===== src/rtl/piso_pkg.sv =====
// Shared state type and beat-count helper for the PISO serializer.
// The optional gapless-streaming hold stage is enabled by PISO_PRELOAD_EN.
package piso_pkg;

  typedef enum logic {
    IDLE  = 1'b0,
    SHIFT = 1'b1
  } piso_state_t;

  function automatic int unsigned beats(input int unsigned ds, input int unsigned lw);
    return ds / lw;
  endfunction

endpackage


===== src/rtl/piso_hold_buffer.sv =====
// One-word hold register (word + bit-order flag + full flag) for gapless streaming.
// Only exists in builds with PISO_PRELOAD_EN defined.
`ifdef PISO_PRELOAD_EN
module piso_hold_buffer
  import piso_pkg::*;
#(
  parameter int unsigned DATA_SIZE = 64
) (
  input  logic                 clk,
  input  logic                 rst,
  input  logic                 push,
  input  logic                 pop,
  input  logic [DATA_SIZE-1:0] data_in,
  input  logic                 msb_in,
  output logic                 full,
  output logic [DATA_SIZE-1:0] data_out,
  output logic                 msb_out
);

  logic                 full_q, full_d;
  logic [DATA_SIZE-1:0] data_q, data_d;
  logic                 msb_q,  msb_d;

  // Push and pop are mutually exclusive: push needs empty, pop needs full.
  always_comb begin
    full_d = full_q;
    data_d = data_q;
    msb_d  = msb_q;
    if (push) begin
      full_d = 1'b1;
      data_d = data_in;
      msb_d  = msb_in;
    end else if (pop) begin
      full_d = 1'b0;
    end
  end

  always_ff @(posedge clk) begin
    if (rst) begin
      full_q <= 1'b0;
      data_q <= '0;
      msb_q  <= 1'b0;
    end else begin
      full_q <= full_d;
      data_q <= data_d;
      msb_q  <= msb_d;
    end
  end

  assign full     = full_q;
  assign data_out = data_q;
  assign msb_out  = msb_q;

endmodule
`endif


===== src/rtl/piso_serializer.sv =====
// Parallel-to-serial shifter: one DATA_SIZE word in over valid/ready, LANE_WIDTH bits out per
// enabled beat, LSB- or MSB-first. Define PISO_PRELOAD_EN for a hold stage enabling gapless words.
module piso_serializer
  import piso_pkg::*;
#(
  parameter int unsigned DATA_SIZE  = 64,
  parameter int unsigned LANE_WIDTH = 1
) (
  input  logic                  CLK,
  input  logic                  RST,
  input  logic [DATA_SIZE-1:0]  DATA_IN,
  input  logic                  LOAD_VALID,
  output logic                  LOAD_READY,
  input  logic                  MSB_FIRST,
  input  logic                  SHIFT_EN,
  output logic [LANE_WIDTH-1:0] DATA_OUT,
  output logic                  DATA_VALID,
  output logic                  LAST,
  output logic                  BUSY
);

  localparam int unsigned BEATS = beats(DATA_SIZE, LANE_WIDTH);
  localparam int unsigned CNT_W = $clog2(BEATS + 1);

  if ((DATA_SIZE % LANE_WIDTH) != 0) begin : g_bad_lane
    $error("piso_serializer: DATA_SIZE must be a multiple of LANE_WIDTH");
  end

  piso_state_t           state_q, state_d;
  logic [DATA_SIZE-1:0]  shreg_q, shreg_d;
  logic                  msb_q, msb_d;
  logic [CNT_W-1:0]      cnt_q, cnt_d;
  logic [LANE_WIDTH-1:0] data_out_q, data_out_d;
  logic                  data_valid_q, data_valid_d;
  logic                  last_q, last_d;
  logic                  load_ready_q, load_ready_d;
  logic                  busy_q;
  logic                  load_fire;
  logic                  final_beat;

  assign load_fire  = LOAD_VALID && load_ready_q;
  assign final_beat = (cnt_q == CNT_W'(1));

`ifdef PISO_PRELOAD_EN
  logic                 hold_push, hold_pop, hold_full, hold_msb;
  logic [DATA_SIZE-1:0] hold_data;

  piso_hold_buffer #(
    .DATA_SIZE (DATA_SIZE)
  ) u_hold (
    .clk      (CLK),
    .rst      (RST),
    .push     (hold_push),
    .pop      (hold_pop),
    .data_in  (DATA_IN),
    .msb_in   (MSB_FIRST),
    .full     (hold_full),
    .data_out (hold_data),
    .msb_out  (hold_msb)
  );
`endif

  // Next-state, shifter and beat counter.
  always_comb begin
    state_d      = state_q;
    shreg_d      = shreg_q;
    msb_d        = msb_q;
    cnt_d        = cnt_q;
    data_out_d   = data_out_q;
    data_valid_d = 1'b0;
    last_d       = 1'b0;
`ifdef PISO_PRELOAD_EN
    hold_push    = 1'b0;
    hold_pop     = 1'b0;
`endif
    case (state_q)
      IDLE: begin
        if (load_fire) begin
          state_d = SHIFT;
          shreg_d = DATA_IN;
          msb_d   = MSB_FIRST;
          cnt_d   = CNT_W'(BEATS);
        end
      end
      SHIFT: begin
        if (SHIFT_EN) begin
          data_out_d   = msb_q ? shreg_q[DATA_SIZE-1 -: LANE_WIDTH] : shreg_q[LANE_WIDTH-1:0];
          shreg_d      = msb_q ? (shreg_q << LANE_WIDTH) : (shreg_q >> LANE_WIDTH);
          cnt_d        = cnt_q - CNT_W'(1);
          data_valid_d = 1'b1;
          last_d       = final_beat;
          if (final_beat) begin
            state_d = IDLE;
          end
        end
`ifdef PISO_PRELOAD_EN
        // Final beat reloads from the hold stage, or from the port if a word arrives right then.
        if (SHIFT_EN && final_beat && hold_full) begin
          hold_pop = 1'b1;
          state_d  = SHIFT;
          shreg_d  = hold_data;
          msb_d    = hold_msb;
          cnt_d    = CNT_W'(BEATS);
        end else if (load_fire) begin
          if (SHIFT_EN && final_beat) begin
            state_d = SHIFT;
            shreg_d = DATA_IN;
            msb_d   = MSB_FIRST;
            cnt_d   = CNT_W'(BEATS);
          end else begin
            hold_push = 1'b1;
          end
        end
`endif
      end
      default: state_d = IDLE;
    endcase
`ifdef PISO_PRELOAD_EN
    load_ready_d = !(hold_push || (hold_full && !hold_pop));
`else
    load_ready_d = (state_d == IDLE);
`endif
  end

  always_ff @(posedge CLK) begin
    if (RST) begin
      state_q      <= IDLE;
      shreg_q      <= '0;
      msb_q        <= 1'b0;
      cnt_q        <= '0;
      data_out_q   <= '0;
      data_valid_q <= 1'b0;
      last_q       <= 1'b0;
      load_ready_q <= 1'b0;
      busy_q       <= 1'b0;
    end else begin
      state_q      <= state_d;
      shreg_q      <= shreg_d;
      msb_q        <= msb_d;
      cnt_q        <= cnt_d;
      data_out_q   <= data_out_d;
      data_valid_q <= data_valid_d;
      last_q       <= last_d;
      load_ready_q <= load_ready_d;
      busy_q       <= (state_d == SHIFT);
    end
  end

  assign LOAD_READY = load_ready_q;
  assign DATA_OUT   = data_out_q;
  assign DATA_VALID = data_valid_q;
  assign LAST       = last_q;
  assign BUSY       = busy_q;

endmodule


===== config.mk =====
export PLATFORM = sky130hd
export DESIGN_NAME = piso_serializer
export DESIGN_NICKNAME = d
export VERILOG_FILES = /design/src/rtl/piso_pkg.sv /design/src/rtl/piso_hold_buffer.sv /design/src/rtl/piso_serializer.sv
export SDC_FILE = /design/constraint.sdc
export NUM_CORES = 1
export LEC_CHECK = 0
export ABC_CLOCK_PERIOD_IN_PS = 1500
export CAP_MARGIN = 10
export CORE_ASPECT_RATIO = 1.1
export CORE_MARGIN = 5
export CORE_UTILIZATION = 47
export DETAILED_ROUTE_END_ITERATION = 7
export MAX_ROUTING_LAYER = met4
export PLACE_DENSITY = 0.81
export SLEW_MARGIN = 20
export SYNTH_ARGS = -nofsm -noshare
export SYNTH_HDL_FRONTEND = slang
export SYNTH_SLANG_ARGS = --single-unit
export TNS_END_PERCENT = 5

===== constraint.sdc =====
create_clock -name CLK -period 1.5 [get_ports CLK]
set_clock_uncertainty 0.15 [all_clocks]
set_input_delay 0.3 -clock CLK [delete_from_list [all_inputs] [get_ports CLK]]
set_output_delay 0.3 -clock CLK [all_outputs]
set_load 0.005 [all_outputs]

## Word level (Yosys, flattened, before mapping)

Cells that the tools add are included.

| cells by class | value |
|---|---|
| add/subtract/negate cells | 1 |
| equal/unequal tests | 3 |
| multiplexer cells | 13 |
| bitwise logic cells | 3 |
| reductions and logical operators | 6 |

Operators with widths:

| kind | number |
|---|---|
| $mux W64 | 3 |
| $pmux W64 S2 | 1 |
| $mux W7 | 2 |
| $pmux W7 S2 | 1 |
| $eq A7 B1 Y1 const B | 1 |
| $sub A7 B1 Y7 const B | 1 |
| $reduce_and A2 Y1 | 3 |
| $mux W1 | 5 |
| $ne A2 B2 Y1 const B | 2 |
| $not A1 Y1 | 3 |
| $reduce_or A3 Y1 | 1 |
| $pmux W1 S2 | 1 |
| $reduce_or A2 Y1 | 1 |
| $logic_and A1 B1 Y1 | 1 |

| word-level totals | value |
|---|---|
| flip-flop bits (word level) | 77 |
| input bits | 69 |
| output and inout bits | 5 |
| word-level logic and storage cells | 34 |

## Longest topological paths before layout

| depth | value |
|---|---|
| word-level depth | 5 |
| gate-level depth with buffers | 6 |
| gate-level depth less buffers | 5 |

## Worst setup path after synthesis

OpenSTA, ideal clock, no wires.

| path | value |
|---|---|
| kind | reg-to-reg |
| start | register msb_q |
| end | register shreg_q[10] |
| library setup time | 0.132 ns |
| data arrival time | 1.232 ns |
| data required time | 1.218 ns |
| slack | -0.014 ns |
| cell stages (with the launch flop) | 6 |
| buffers on the path | 2 |
| period minus slack after synthesis | 1.514 ns |
| cells stage by stage | dfxtp_1 buf_2 buf_6 mux2_2 a22oi_1 a21oi_1 |

| between the ends | value |
|---|---|
| word-level cells in the longest chain between the ends | 3 |

RTL lines:

| item | RTL line | source |
|---|---|---|
| start: declaration | piso_serializer.sv:31 | `logic msb_q, msb_d;` |
| start signal: assignment | piso_serializer.sv:139 | `msb_q <= msb_d;` |
| $mux W64 | piso_serializer.sv:88 | `shreg_d = msb_q ? (shreg_q << LANE_WIDTH) : (shreg_q >> LANE_WIDTH);` |
| $mux W64 | piso_serializer.sv:86 | `if (SHIFT_EN) begin` |
| $pmux W64 S2 | piso_serializer.sv:76 | `case (state_q)` |
| end signal: assignment | piso_serializer.sv:138 | `shreg_q <= shreg_d;` |
| end: declaration | piso_serializer.sv:30 | `logic [DATA_SIZE-1:0] shreg_q, shreg_d;` |

Every way passes these cells. The select of a mux whose other input is x is not followed.
A chain may end at the register's enable or synchronous reset.

## Worst setup path in the final report

| path | value |
|---|---|
| start | register load_ready_q (netlist: LOAD_READY) |
| end | register cnt_q[3] |

| between the ends | value |
|---|---|
| word-level cells in the longest chain between the ends | 3 |

RTL lines:

| item | RTL line | source |
|---|---|---|
| start: declaration | piso_serializer.sv:36 | `logic load_ready_q, load_ready_d;` |
| start signal: assignment | piso_serializer.sv:144 | `load_ready_q <= load_ready_d;` |
| $logic_and A1 B1 Y1 | piso_serializer.sv:41 | `assign load_fire = LOAD_VALID && load_ready_q;` |
| $ne A2 B2 Y1 (no line) | -- |  |
| $reduce_and A2 Y1 (no line) | -- |  |
| end signal: assignment | piso_serializer.sv:140 | `cnt_q <= cnt_d;` |
| end: declaration | piso_serializer.sv:32 | `logic [CNT_W-1:0] cnt_q, cnt_d;` |

Every way passes these cells.

==> impl_metrics.yaml <==
run_status:
  run_status: "complete, but fails checks"
  failed_checks: "negative setup slack"
yosys:
  synth_warnings: 0
  ys_ff_latch: 77
  syn_avg_cell_area_um2: 9.24
  syn-cell-area_um2: 3970
  synthMuxAreaShare_pct: 18.8
  synth-simple-area-share_pct: 12.2
  synth_top_flop_cell: "dfxtp_1"
  synth-compound-area-share_pct: 22.4
  synth-xor-area-share_pct: 0
  synth_edf_count: 0
  synth_cell_types: 33
  synthCells: 430
  seq_area_frac_synth_pct: 38.8
  synth_top_family_by_area: "compound AO/OA/AOI/OAI gates"
  synthAdderAreaFrac_pct: 0.630
  synth_nets: 501
  ys_async_sr_fraction_pct: 0
setup_path:
  crit_required_ns: 1.62
  path_delay_family: "simple AND/OR/NAND/NOR gates"
  r2r-start: "LOAD_READY"
  cp_cell_sequence: "buf_4, and3b_4, buf_4, or3_1, mux2i_1"
  cp_slowest_cell: "dfxtp_2"
  crit_path_end_kind: "flip-flop"
  critPathArrivalTime_ns: 1.74
  crit_start: "LOAD_READY"
  setup.worst_path.class: "flip-flop to flip-flop"
  start_kind: "flip-flop"
  path_common_cell: "buf_4"
  path_max_fanout: 8
  slowest_delay_ns: 0.33
  path_buf_inv: 2
die:
  coreArea_um2: 8320
  die_area_um2: 10400
  initial_core_util_pct: 47.7
  die_y_um: 106
  ios: 74
  row_count: 35
  fp.dieW_um: 97.6
hold_path:
  hold_path.startpoint: "RST"
  hp-class: "input port to flip-flop"
final_layout:
  drive_gt1_share_pct: 29.7
  fillers: 627
  num_antenna_cells: 0
  syn_to_final_growth_pct: 37.5
  multi_input_area_um2: 2310
  register_area_um2: 1550
  fin_nets: 579
  finish.utilization_pct: 65.6
  design_area_um2: 5460
sta:
  rsz0062_at_grt: "yes"
  min_period_ns: 1.61
  relSlewSlack_pct: 70.1
  finalSetupViolations: 47
  hold_viol: 0
  fin_ws_ns: -0.113
  post-route-period-util_pct: 108
  slew_violations: 0
  fmax_ghz: 0.620
  tightestPinTransition_ns: 0.445
  holdWs_ns: 0.207
clocking:
  cts.sink_count: 77
  path_clk_slew_ns: 0.08
  holdBufCountCts: 0
  root_buffer: "clkbuf_8"
  clk_latency_ns: 0.35
  cts_tree: "yes"
  cts_buffers: 9
  clk_path_buf_depth: 2
  h-tree-depth: 3
global_routing:
  gr-usage-all-layers_pct: 20.1
  met3_usage_pct: 3.54
  grt_pass1_vias: 3616
  overflow: 0
  grt_max_degree: 34
  grt_antenna_before_repair: 0
  grt_pass1_wl_mm: 17.1
  grt.busiest_layer: "met2"
  grt_util_met1_pct: 25.3
  grt_use_met2_pct: 32.5
power_and_ir_drop:
  powerDensity_nw_per_um2: 949
  p_leak_nw: 1.96
  power_w: 0.00518
  ir_worst_vdd_mv: 0.552
routing:
  drc: 0
  drt-pass1-iter-count: 5
  drt-total-wl_mm: 11.3
  drtIter0Drc: 414
  vias: 3834
  vias_per_cell: 6.15
  antenna_left: 0
  drt-wirelength-per-cell_um: 18.2
placement:
  gp_congestion: 0.794
  dpl.hpwl_mm: 7.01
  port_buffers: 73
  dp_slack_ns: -0.458
  placed_cell_area_um2: 4930
job:
  maxCapViolCount: 0
kinds of logic after synthesis:
family / count (synthesis)
adder cells (fa/ha/maj): 2
AND/OR/NAND/NOR: 94
multiplexers: 67
flip-flops: 77
buffers and inverters: 51
AO/OA/AOI/OAI: 139
flip-flops by register name, summed over array words and instances, names as in the netlist:
signal      cells
DATA_OUT        1
LOAD_READY      1
DATA_VALID      1
BUSY            1
msb_q           1
shreg_q        64
LAST            1
cnt_q           7
metrics by stage:
stage | setup TNS [ns] | instances
after floorplan | 0 | 430
after global placement | -26.72 | 599
after CTS | -2.81 | 616
after global routing | -4.23 | 623
final | -0.883 | 623
after detailed placement | -29.73 | 599
metal layers:
metal	wire, um	vias to the layer above
li1	-	1780
met1	4700	1875
met2	5700	160
met3	678	19
met4	263	0
met5	0	-
area by class of cell:
cell class / instances / area share (%)
clock buffer: 11 / 2.77
clock inverter: 4 / 1.74
inverter: 5 / 0.344
multi-input combinational: 303 / 42.3
sequential: 77 / 28.4
tap: 111 / 2.54
timing repair buffer: 112 / 22.0
path summary, 6_finish.rpt:
check	cells past startpoint	end	slack, ns
worst min-delay path	2	cnt_q[0]	0.21
worst min register to register	2	shreg_q[51]	0.33
worst max register to register	5	cnt_q[3]	-0.11
worst max-delay path	5	cnt_q[3]	-0.11
cells in the mapped netlist (2+ instances only):
cell type  count  area share (%)
inv_1          5            0.47
buf_2         24             3.0
clkbuf_1      11             1.0
nor2_1         5            0.47
buf_6          6             1.7
nand2_1        4            0.38
a21oi_1       67             8.4
and2_1         2            0.32
ha_1           2            0.63
mux2_2        62              18
nand3_1       71             8.9
mux2i_1        5             1.3
or3_1          4            0.63
dfxtp_1       77              39
a22oi_1       62              12
nor3_1         2            0.25
buf_4          5            0.95
report_power, final:
group	total, W	switching [W]	internal [W]
combinational	0.000974	0.000435	0.000539
clock	0.00194	0.000757	0.00118
sequential	0.00227	0.000105	0.00216
cell usage in the layout, fill, tap and decap left out, drive strengths merged:
cell	count
a311oi	1
bufinv	3
o311a	1
o221ai	1
dlygate4sd2	4
o21ai	1
nand3	71
clkbuf	13
ha	2
a31oi	1
buf	38
clkdlybuf4s15	1
and3b	2
nand2	4
clkinv	1
nor2	5
a22oi	62
nand3b	1
nor4	1
nand2b	1
dlymetal6s2s	1
nor3	2
mux2i	5
inv	5
a32oi	1
clkdlybuf4s50	66
a2111oi	1
nor4b	1
o211ai	1
a211oi	1
o211a	1
and4	1
a21oi	67
mux2	62
dfxtp	77
or3	4
and2	2
what timing repair did:
action,CTS,global route
resized for setup,12,39
buffers inserted,2,3
gates cloned,0,4
pin swaps,1,4
setup endpoints to repair,70,75
Note: power is estimated with default switching activity, not from simulation.
